==> config.mk <==
export PLATFORM = sky130hd
export DESIGN_NAME = shift_seq_ctrl_flat
export DESIGN_NICKNAME = d
export VERILOG_FILES = /design/src/rtl/shift_seq_ctrl_if.sv /design/src/rtl/shift_seq_ctrl.sv /design/src/flat_wrapper.sv
export SDC_FILE = /design/constraint.sdc
export NUM_CORES = 1
export LEC_CHECK = 0
export ABC_CLOCK_PERIOD_IN_PS = 1850
export CAP_MARGIN = 25
export CORE_MARGIN = 2
export CORE_UTILIZATION = 43
export CTS_CLUSTER_DIAMETER = 100
export DETAILED_ROUTE_END_ITERATION = 8
export PLACE_DENSITY = 0.73
export SLEW_MARGIN = 20
export SYNTH_ARGS = -nofsm -noshare
export SYNTH_HDL_FRONTEND = slang
export SYNTH_SLANG_ARGS = --single-unit
==> constraint.sdc <==
create_clock -name clk -period 1.85 [get_ports clk]
set_clock_uncertainty 0.15 [all_clocks]
set_input_delay 0.4625 -clock clk [delete_from_list [all_inputs] [get_ports clk]]
set_output_delay 0.4625 -clock clk [all_outputs]
set_load 0.005 [all_outputs]
==> src/rtl/shift_seq_ctrl_if.sv <==
// shift_seq_ctrl_if
//   Handshake/command bundle between the main control FSM, the shift
//   sequencer and the RegDesloc datapath.
//   master : main FSM side. Drives start/shift_op/amt_src and passes on
//            shamt_in from the 32-to-5 block; observes the sequencer outputs.
//   slave  : sequencer side.
//   Signals:
//     start      1-cycle request (sampled only while the sequencer is idle)
//     shift_op   00 SLL, 01 SRL, 10 SRA, 11 reserved
//     amt_src    amount source: 0 = MDR, 1 = B
//     shamt_in   reduced shift amount from the 32-to-5 block
//     rdc_ctrl   reduce-ctrl mux select
//     shift_ctrl RegDesloc command: 000 NOP, 001 LOAD, 010 SLL, 011 SRL, 100 SRA
//     shift_n    RegDesloc step count
//     busy       sequencer not idle
//     done       1-cycle completion pulse
interface shift_seq_ctrl_if #(
  parameter int unsigned SHAMT_W = 5,
  parameter int unsigned CTRL_W  = 3
);
  logic               start;
  logic [1:0]         shift_op;
  logic               amt_src;
  logic [SHAMT_W-1:0] shamt_in;
  logic               rdc_ctrl;
  logic [CTRL_W-1:0]  shift_ctrl;
  logic [SHAMT_W-1:0] shift_n;
  logic               busy;
  logic               done;

  modport master (
    output start, shift_op, amt_src, shamt_in,
    input  rdc_ctrl, shift_ctrl, shift_n, busy, done
  );

  modport slave (
    input  start, shift_op, amt_src, shamt_in,
    output rdc_ctrl, shift_ctrl, shift_n, busy, done
  );
endinterface

==> src/rtl/shift_seq_ctrl.sv <==
// shift_seq_ctrl
//   Multi-cycle sequencer for the RegDesloc shift path. On an accepted start
//   it selects the shift-amount source, samples the reduced amount, issues a
//   LOAD, then one single-bit shift command per cycle until the amount is
//   used up, and finally pulses done.
//   Ports:
//     clk    system clock, rising edge
//     reset  asynchronous, active-low reset
//     bus    shift_seq_ctrl_if.slave (see interface file for signal list)
//   All outputs come straight from registers.
module shift_seq_ctrl #(
  parameter int unsigned SHAMT_W = 5,
  parameter int unsigned CTRL_W  = 3
) (
  input  logic             clk,
  input  logic             reset,
  shift_seq_ctrl_if.slave  bus
);

  typedef enum logic [2:0] {
    S_IDLE,
    S_SELECT,
    S_LOAD,
    S_SHIFT,
    S_DONE
  } state_t;

  localparam logic [CTRL_W-1:0] CMD_NOP  = CTRL_W'(0);
  localparam logic [CTRL_W-1:0] CMD_LOAD = CTRL_W'(1);
  localparam logic [CTRL_W-1:0] CMD_SLL  = CTRL_W'(2);
  localparam logic [CTRL_W-1:0] CMD_SRL  = CTRL_W'(3);
  localparam logic [CTRL_W-1:0] CMD_SRA  = CTRL_W'(4);

  state_t              r_state;
  logic [1:0]          r_op;
  logic [SHAMT_W-1:0]  r_cnt;
  logic                r_rdc_ctrl;
  logic [CTRL_W-1:0]   r_shift_ctrl;
  logic [SHAMT_W-1:0]  r_shift_n;
  logic                r_busy;
  logic                r_done;
  logic [CTRL_W-1:0]   w_op_cmd;

  // Decoded from the latched op only, so no input reaches an output.
  always_comb begin
    w_op_cmd = CMD_NOP;
    unique case (r_op)
      2'b00:   w_op_cmd = CMD_SLL;
      2'b01:   w_op_cmd = CMD_SRL;
      2'b10:   w_op_cmd = CMD_SRA;
      default: w_op_cmd = CMD_NOP;
    endcase
  end

  // Outputs are registered together with the state: each branch sets the
  // values that belong to the state being entered.
  always_ff @(posedge clk or negedge reset) begin
    if (!reset) begin
      r_state      <= S_IDLE;
      r_op         <= 2'b00;
      r_cnt        <= '0;
      r_rdc_ctrl   <= 1'b0;
      r_shift_ctrl <= CMD_NOP;
      r_shift_n    <= '0;
      r_busy       <= 1'b0;
      r_done       <= 1'b0;
    end else begin
      unique case (r_state)
        S_IDLE: begin
          r_shift_ctrl <= CMD_NOP;
          r_shift_n    <= '0;
          r_done       <= 1'b0;
          if (bus.start) begin
            r_op       <= bus.shift_op;
            // rdc_ctrl is only ever updated here, so the mux select stays put
            // through IDLE for the datapath.
            r_rdc_ctrl <= bus.amt_src;
            r_busy     <= 1'b1;
            r_state    <= S_SELECT;
          end else begin
            r_busy     <= 1'b0;
          end
        end

        S_SELECT: begin
          r_cnt        <= bus.shamt_in;
          r_shift_ctrl <= CMD_LOAD;
          r_state      <= S_LOAD;
        end

        S_LOAD: begin
          if ((r_cnt == '0) || (r_op == 2'b11)) begin
            r_shift_ctrl <= CMD_NOP;
            r_done       <= 1'b1;
            r_state      <= S_DONE;
          end else begin
            r_shift_ctrl <= w_op_cmd;
            r_shift_n    <= SHAMT_W'(1);
            r_state      <= S_SHIFT;
          end
        end

        S_SHIFT: begin
          // Counter is nonzero on entry and we leave when it reaches 1, so it
          // ends at 0 and never wraps.
          r_cnt <= r_cnt - SHAMT_W'(1);
          if (r_cnt == SHAMT_W'(1)) begin
            r_shift_ctrl <= CMD_NOP;
            r_shift_n    <= '0;
            r_done       <= 1'b1;
            r_state      <= S_DONE;
          end
        end

        S_DONE: begin
          r_done  <= 1'b0;
          r_busy  <= 1'b0;
          r_state <= S_IDLE;
        end

        default: begin
          r_shift_ctrl <= CMD_NOP;
          r_shift_n    <= '0;
          r_busy       <= 1'b0;
          r_done       <= 1'b0;
          r_state      <= S_IDLE;
        end
      endcase
    end
  end

  assign bus.rdc_ctrl   = r_rdc_ctrl;
  assign bus.shift_ctrl = r_shift_ctrl;
  assign bus.shift_n    = r_shift_n;
  assign bus.busy       = r_busy;
  assign bus.done       = r_done;

endmodule

==> src/flat_wrapper.sv <==
// flat-port wrapper written by rule: the top's interface ports become plain ports
module shift_seq_ctrl_flat 
#(
  parameter int unsigned SHAMT_W = 5,
  parameter int unsigned CTRL_W  = 3
)
  (clk, reset, bus_start, bus_shift_op, bus_amt_src, bus_shamt_in, bus_rdc_ctrl, bus_shift_ctrl, bus_shift_n, bus_busy, bus_done);
  shift_seq_ctrl_if #(.SHAMT_W(SHAMT_W), .CTRL_W(CTRL_W)) bus_i ();
  input  logic clk;
  input  logic reset;
  input wire logic [$bits(bus_i.start)-1:0] bus_start;
  input wire logic [$bits(bus_i.shift_op)-1:0] bus_shift_op;
  input wire logic [$bits(bus_i.amt_src)-1:0] bus_amt_src;
  input wire logic [$bits(bus_i.shamt_in)-1:0] bus_shamt_in;
  output wire logic [$bits(bus_i.rdc_ctrl)-1:0] bus_rdc_ctrl;
  output wire logic [$bits(bus_i.shift_ctrl)-1:0] bus_shift_ctrl;
  output wire logic [$bits(bus_i.shift_n)-1:0] bus_shift_n;
  output wire logic [$bits(bus_i.busy)-1:0] bus_busy;
  output wire logic [$bits(bus_i.done)-1:0] bus_done;
  assign bus_i.start = bus_start;
  assign bus_i.shift_op = bus_shift_op;
  assign bus_i.amt_src = bus_amt_src;
  assign bus_i.shamt_in = bus_shamt_in;
  assign bus_rdc_ctrl = bus_i.rdc_ctrl;
  assign bus_shift_ctrl = bus_i.shift_ctrl;
  assign bus_shift_n = bus_i.shift_n;
  assign bus_busy = bus_i.busy;
  assign bus_done = bus_i.done;
  shift_seq_ctrl #(.SHAMT_W(SHAMT_W), .CTRL_W(CTRL_W)) u_core (.clk(clk), .reset(reset), .bus(bus_i));
endmodule
Word-level counts from Yosys, hierarchy flattened

Cells that the tools add are included.

Add/subtract/negate cells: 1
Eq/ne operators: 12
Multiplexer cells: 17
Bitwise logic cells: 3
Reduce and logical (&&, ||, !) cells: 12

Operator list:

| operator                                                              | count |
|---|---|
| 3-bit case mux with 4 select lines                                    | 2 |
| 3-bit two-way mux                                                     | 5 |
| 5-bit case mux with 3 select lines                                    | 1 |
| 5-bit two-way mux                                                     | 2 |
| 5-bit case mux with 2 select lines                                    | 1 |
| 3-bit case mux with 3 select lines                                    | 1 |
| 3-bit by 2-bit equality test with 1-bit output, second input constant | 2 |
| 2-bit AND reduction                                                   | 3 |
| 3-bit AND reduction                                                   | 2 |
| 5-bit by 1-bit equality test with 1-bit output, second input constant | 1 |
| 5-bit logical NOT                                                     | 1 |
| 5-bit by 1-bit subtractor with 5-bit output, second input constant    | 1 |
| 2-bit equality test, second input constant                            | 2 |
| 2-bit by 1-bit != test with 1-bit output, second input constant       | 2 |
| 2-bit != test, second input constant                                  | 2 |
| 3-bit by 1-bit equality test with 1-bit output, second input constant | 1 |
| 3-bit equality test, second input constant                            | 1 |
| 3-bit logical NOT                                                     | 1 |
| 1-bit two-way mux                                                     | 3 |
| 1-bit NOT                                                             | 3 |
| 1-bit case mux with 3 select lines                                    | 1 |
| 3-bit OR reduction                                                    | 1 |
| 2-bit by 1-bit equality test with 1-bit output, second input constant | 1 |
| 2-bit logical NOT                                                     | 1 |
| 4 further kinds                                                       | 4 |

Register bits after elaboration: 21
Bits of input ports: 11
Output and inout bits: 11
Word-level logic and storage cells: 53

Depth between registers and ports, before layout

Depth after elaboration: 4
Mapped depth: 5
Gate-level depth less buffers: 5

Least setup slack after synthesis

OpenSTA, ideal clock, no wires.

Path kind: reg-to-reg
Start: reg u_core.r_cnt[1]
End: reg u_core.r_shift_ctrl[2] (netlist: u_core.bus.shift_ctrl[2])
Library setup time: 0.122 ns
Data arrival time: 1.504 ns
Required time: 1.578 ns
Slack: 0.075 ns
Stages on the path, launching flop included: 6
Buffers on the path: 0
Period minus slack after synthesis: 1.775 ns
Cells stage by stage: dfrtp_1 inv_1 ha_1 or4b_4 a32o_1 a32o_1

Word-level cells in the longest chain between the ends: 4
Elaborated cells between the ends (all ways): 7
Those cells by class: eq/ne: 2; mux: 2; reduce/logical: 3

Ends and longest elaborated chain:

| item                               | line                  | RTL |
|---|---|---|
| start, declared                    | shift_seq_ctrl.sv:36  | `logic [SHAMT_W-1:0] r_cnt;` |
| start signal, assigned             | shift_seq_ctrl.sv:86  | `r_cnt <= bus.shamt_in;` |
| start signal, assigned             | shift_seq_ctrl.sv:106 | `r_cnt <= r_cnt - SHAMT_W'(1);` |
| 5-bit logical NOT                  | shift_seq_ctrl.sv:92  | `if ((r_cnt == '0) \|\| (r_op == 2'b11)) begin` |
| 1-bit logical OR                   | shift_seq_ctrl.sv:92  |  |
| 3-bit two-way mux                  | shift_seq_ctrl.sv:92  |  |
| 3-bit case mux with 4 select lines | shift_seq_ctrl.sv:68  | `unique case (r_state)` |
| end signal, assigned               | shift_seq_ctrl.sv:97  | `r_shift_ctrl <= w_op_cmd;` |
| end, declared                      | shift_seq_ctrl.sv:38  | `logic [CTRL_W-1:0] r_shift_ctrl;` |

Parallel ways exist; a longest one is shown, timed or not.
A chain may end at the register's enable or synchronous reset.

Worst setup path after layout

Same ends and word-level chain as after synthesis.

==> summary.md <==
The flow ran to the end, but the final reports show violations. The checks that failed: negative setup slack. The placed instances occupy a cell area of 0.00118 mm^2. The initial antenna violation count is 0, and the full die area is 0.00258 mm^2.

Wires add up to 2210 um. Endpoint class of the critical path: a flop. For the number of nets in the layout, the log shows 138. In the final layout, the multi-input gates occupy 490 um^2. The core region is 0.00202 mm^2. The average routed wire per standard cell is 14.7 um.

Clock-pin slew on the worst setup and hold paths: 0.10 ns. The number of iterations in the first detailed-routing pass came out at 4. The tools report the half-perimeter wire length of the detailed placement result as 1570 um.

Across the whole layout, storage elements account for 425 um^2. The post-route DRC violation count is 0, and the number of clock sinks is 17. Sorting the synthesized cells by area gives the leading types as dfrtp_1 (45%), ha_1 (4.0%), a21oi_1 (3.7%), o21ai_0 (3.7%), mux2i_1 (3.2%). The async set-or-reset flop fraction in the synthesized netlist was 100%; the number of global-route vias before repair was 855.

Using the TritonRoute via totals, the vias-per-cell ratio works out to 5.65. In the final layout, the share of cells above drive strength 1 is 22.0%. Minimum hold slack: 0.343 ns. Warning count from the yosys run: 0.

The startpoint class of the critical path was a flop. Across the run, the number of max-cap violations was 0. Once the floorplan was initialized, standard cells occupied 46.6% of the core.

The pin count of the biggest net entering global routing is 18, and the post-synthesis register bit count is 17. The H-tree depth reported by CTS is 1. The analysis attributes to cell leakage a power of 0.537 nW.

Synthesis produced 94 cells. After synthesis the cells add up to 942 um^2. The number of synthesized flops with an enable pin came out at 0.

The longest clock path from root to sink contains 2 buffers. For this block, the initial DRC count from the detailed router was 20. Data arrives at the worst endpoint at 1.91 ns. The first-pass GRT wire length was 3610 um.

The tools report the max-slew violation count as 0. Yosys instantiated no cell more often than dfrtp_1. The cell at the root of the clock tree is clkbuf_4.

The run gives 45.2% as the sequential share of the synthesized area. The top-level port count is 22. The flip-flop cell with the highest count after synthesis was dfrtp_1. At the placement stage, the worst setup path has a slack of -0.0576 ns. In this run the horizontal extent of the chip is 50.8 um. The number of unique standard cell types used by synthesis came out at 37. The tools report the highest achievable clock rate as 0.530 GHz.

TritonCTS built the clock tree. The final setup slack of the worst path is -0.0351 ns, and the number of diodes added for antenna fixing is 0. From synthesis to final layout, the design area changed by 33.6%.

For this design the ratio of total power to cell area is 1730 mW/mm^2. The source-to-sink clock delay at the later pin of the worst-skew pair was 0.28 ns. The worst hold path belongs to the class in -> async. The finished cells cover 0.00126 mm^2. Buffers inserted during clock tree synthesis total 3.

The count of port buffers added during placement was 17; the die height was 50.8 um. The share of Yosys cell area claimed by the top area cell type was 45.2%; the final antenna-violating net count was 0. The logs give 0 for the total count of hold-check failures in the final report and 18.4% for the total routing usage reported by global routing. The kind of critical path is reg -> reg. Sorting the synthesized cells by how often they occur yields dfrtp_1 (17), a21oi_1 (7), o21ai_0 (7). Once layout is complete, the cells apart from fillers number 150. The worst-case IR drop observed on VDD is 0.834 mV.

STA puts the critical path data required time at 1.87 ns. The congestion estimate from routability-driven global placement came to 0.804. The mean instance size in the synthesized netlist works out to 10.0 um^2. Setup repair after global routing could not meet its margin everywhere. The number of inserted filler cells in the final layout was 177; the final clock period utilization by the worst path was 102%. The overall overflow remaining after global route was 0. The flop-to-flop setup slack came out at -0.04 ns. The floorplan has 16 rows. For the count of endpoints failing setup in the final report, the log shows 2. The routed via count is 847, and the shortest period the worst path allows is 1.89 ns. Leading area contributor after synthesis: dfrtp_1.

The number of cells after detailed placement came out at 142. The largest fanout on the critical path works out to 5.
-- cells in the final DEF, fill, tap and decap left out, types with 2 or more instances in the layout --
cell type        Yosys  layout
mux2_2               2       2
nor2b_1              2       2
nor2_1               2       2
o21ai_0              7       7
buf_4                4      13
mux2i_1              3       3
nand3b_1             2       2
nor3_1               2       2
nand3_1              2       2
o211ai_1             3       3
nor4b_2              1       2
o22ai_1              3       3
a32o_1               2       2
dfrtp_1             17      17
inv_1                4       3
conb_1               1       4
clkdlybuf4s50_1      0      17
nand2b_1             2       2
clkbuf_4             0       3
nand2_1              6       6
a21oi_1              7       7
ha_1                 3       3
-- logic make-up (layout without fill, tap and decap cells) --
group / count (synthesis) / count (layout) / synth area share (%)
buf+inv: 12 / 38 / 6.37
compound gates: 28 / 28 / 19.3
fa+ha+maj: 3 / 3 / 3.98
other cells: 1 / 4 / 0.398
simple gates: 28 / 28 / 19.3
mux: 5 / 5 / 5.58
flops: 17 / 17 / 45.2
-- metrics by stage --
stage / total power [mW] / utilization (%) / TNS [ns]
after detailed placement: 1.87 / 58.4 / -0.116
final: 2.18 / 62.3 / -0.0364
after CTS: 2.08 / 59.7 / 0
after global routing: 2.37 / 62.3 / -0.137
after floorplan: 1.42 / - / 0
after global placement: 1.82 / 58.4 / -0.0352
-- area by class of cell --
type / instances / share of cell area (%)
flip-flops and latches: 17 / 33.8
repair buffers: 30 / 21.3
well taps: 27 / 2.68
multi-input cells: 68 / 39.0
clock buffers: 4 / 2.09
inverters: 4 / 1.19
-- power breakdown --
part           internal, mW  switching (mW)
combinational         0.665           0.493
sequential            0.553           0.278
clock                0.0837           0.110
total                  1.30           0.882
-- timing repair --
action / in CTS / in global routing
setup buffers: 0 / 4
endpoints found under the setup margin: 1 / 7
gates resized for setup: 1 / 4
hold buffers: 0 / 0
pin swaps: 0 / 1
-- state kept, by name (all words and copies together), names as in the netlist --
| signal | count |
|---|---|
| u_core.r_cnt | 5 |
| u_core.bus.shift_ctrl | 3 |
| u_core.r_state | 3 |
| u_core.r_op | 2 |
| u_core.bus.busy | 1 |
| u_core.bus.done | 1 |
| u_core.bus.rdc_ctrl | 1 |
| u_core.bus.shift_n | 1 |
-- routing by layer --
metal  global-route usage, %  wire length (um)  up-vias
met4                    8.56                10        0
met3                    2.92               116        2
met2                    31.8              1130       27
met5                       0                 0        -
li1                        -                 -      397
met1                    22.6               951      421
-- worst max-delay path: stages (launching register included) --
cell and delay, ns:
dfrtp_1 0.41, inv_2 0.08, ha_1 0.15, or4b_4 0.50, a32o_1 0.29, a32o_1 0.21
-- worst paths after layout --
path                                          start                       end  depth (start not counted)
max                                 u_core.r_cnt[1]  u_core.bus.shift_ctrl[2]                          5
min                                           reset           u_core.r_cnt[4]                          2
max reg2reg                         u_core.r_cnt[1]  u_core.bus.shift_ctrl[2]                          5
min reg2reg                u_core.bus.shift_ctrl[1]  u_core.bus.shift_ctrl[1]                          1
max in group asynchronous                     reset            u_core.r_op[0]                          2
min in group clk           u_core.bus.shift_ctrl[1]  u_core.bus.shift_ctrl[1]                          1
No activity file was read; power rests on OpenSTA's default activity.
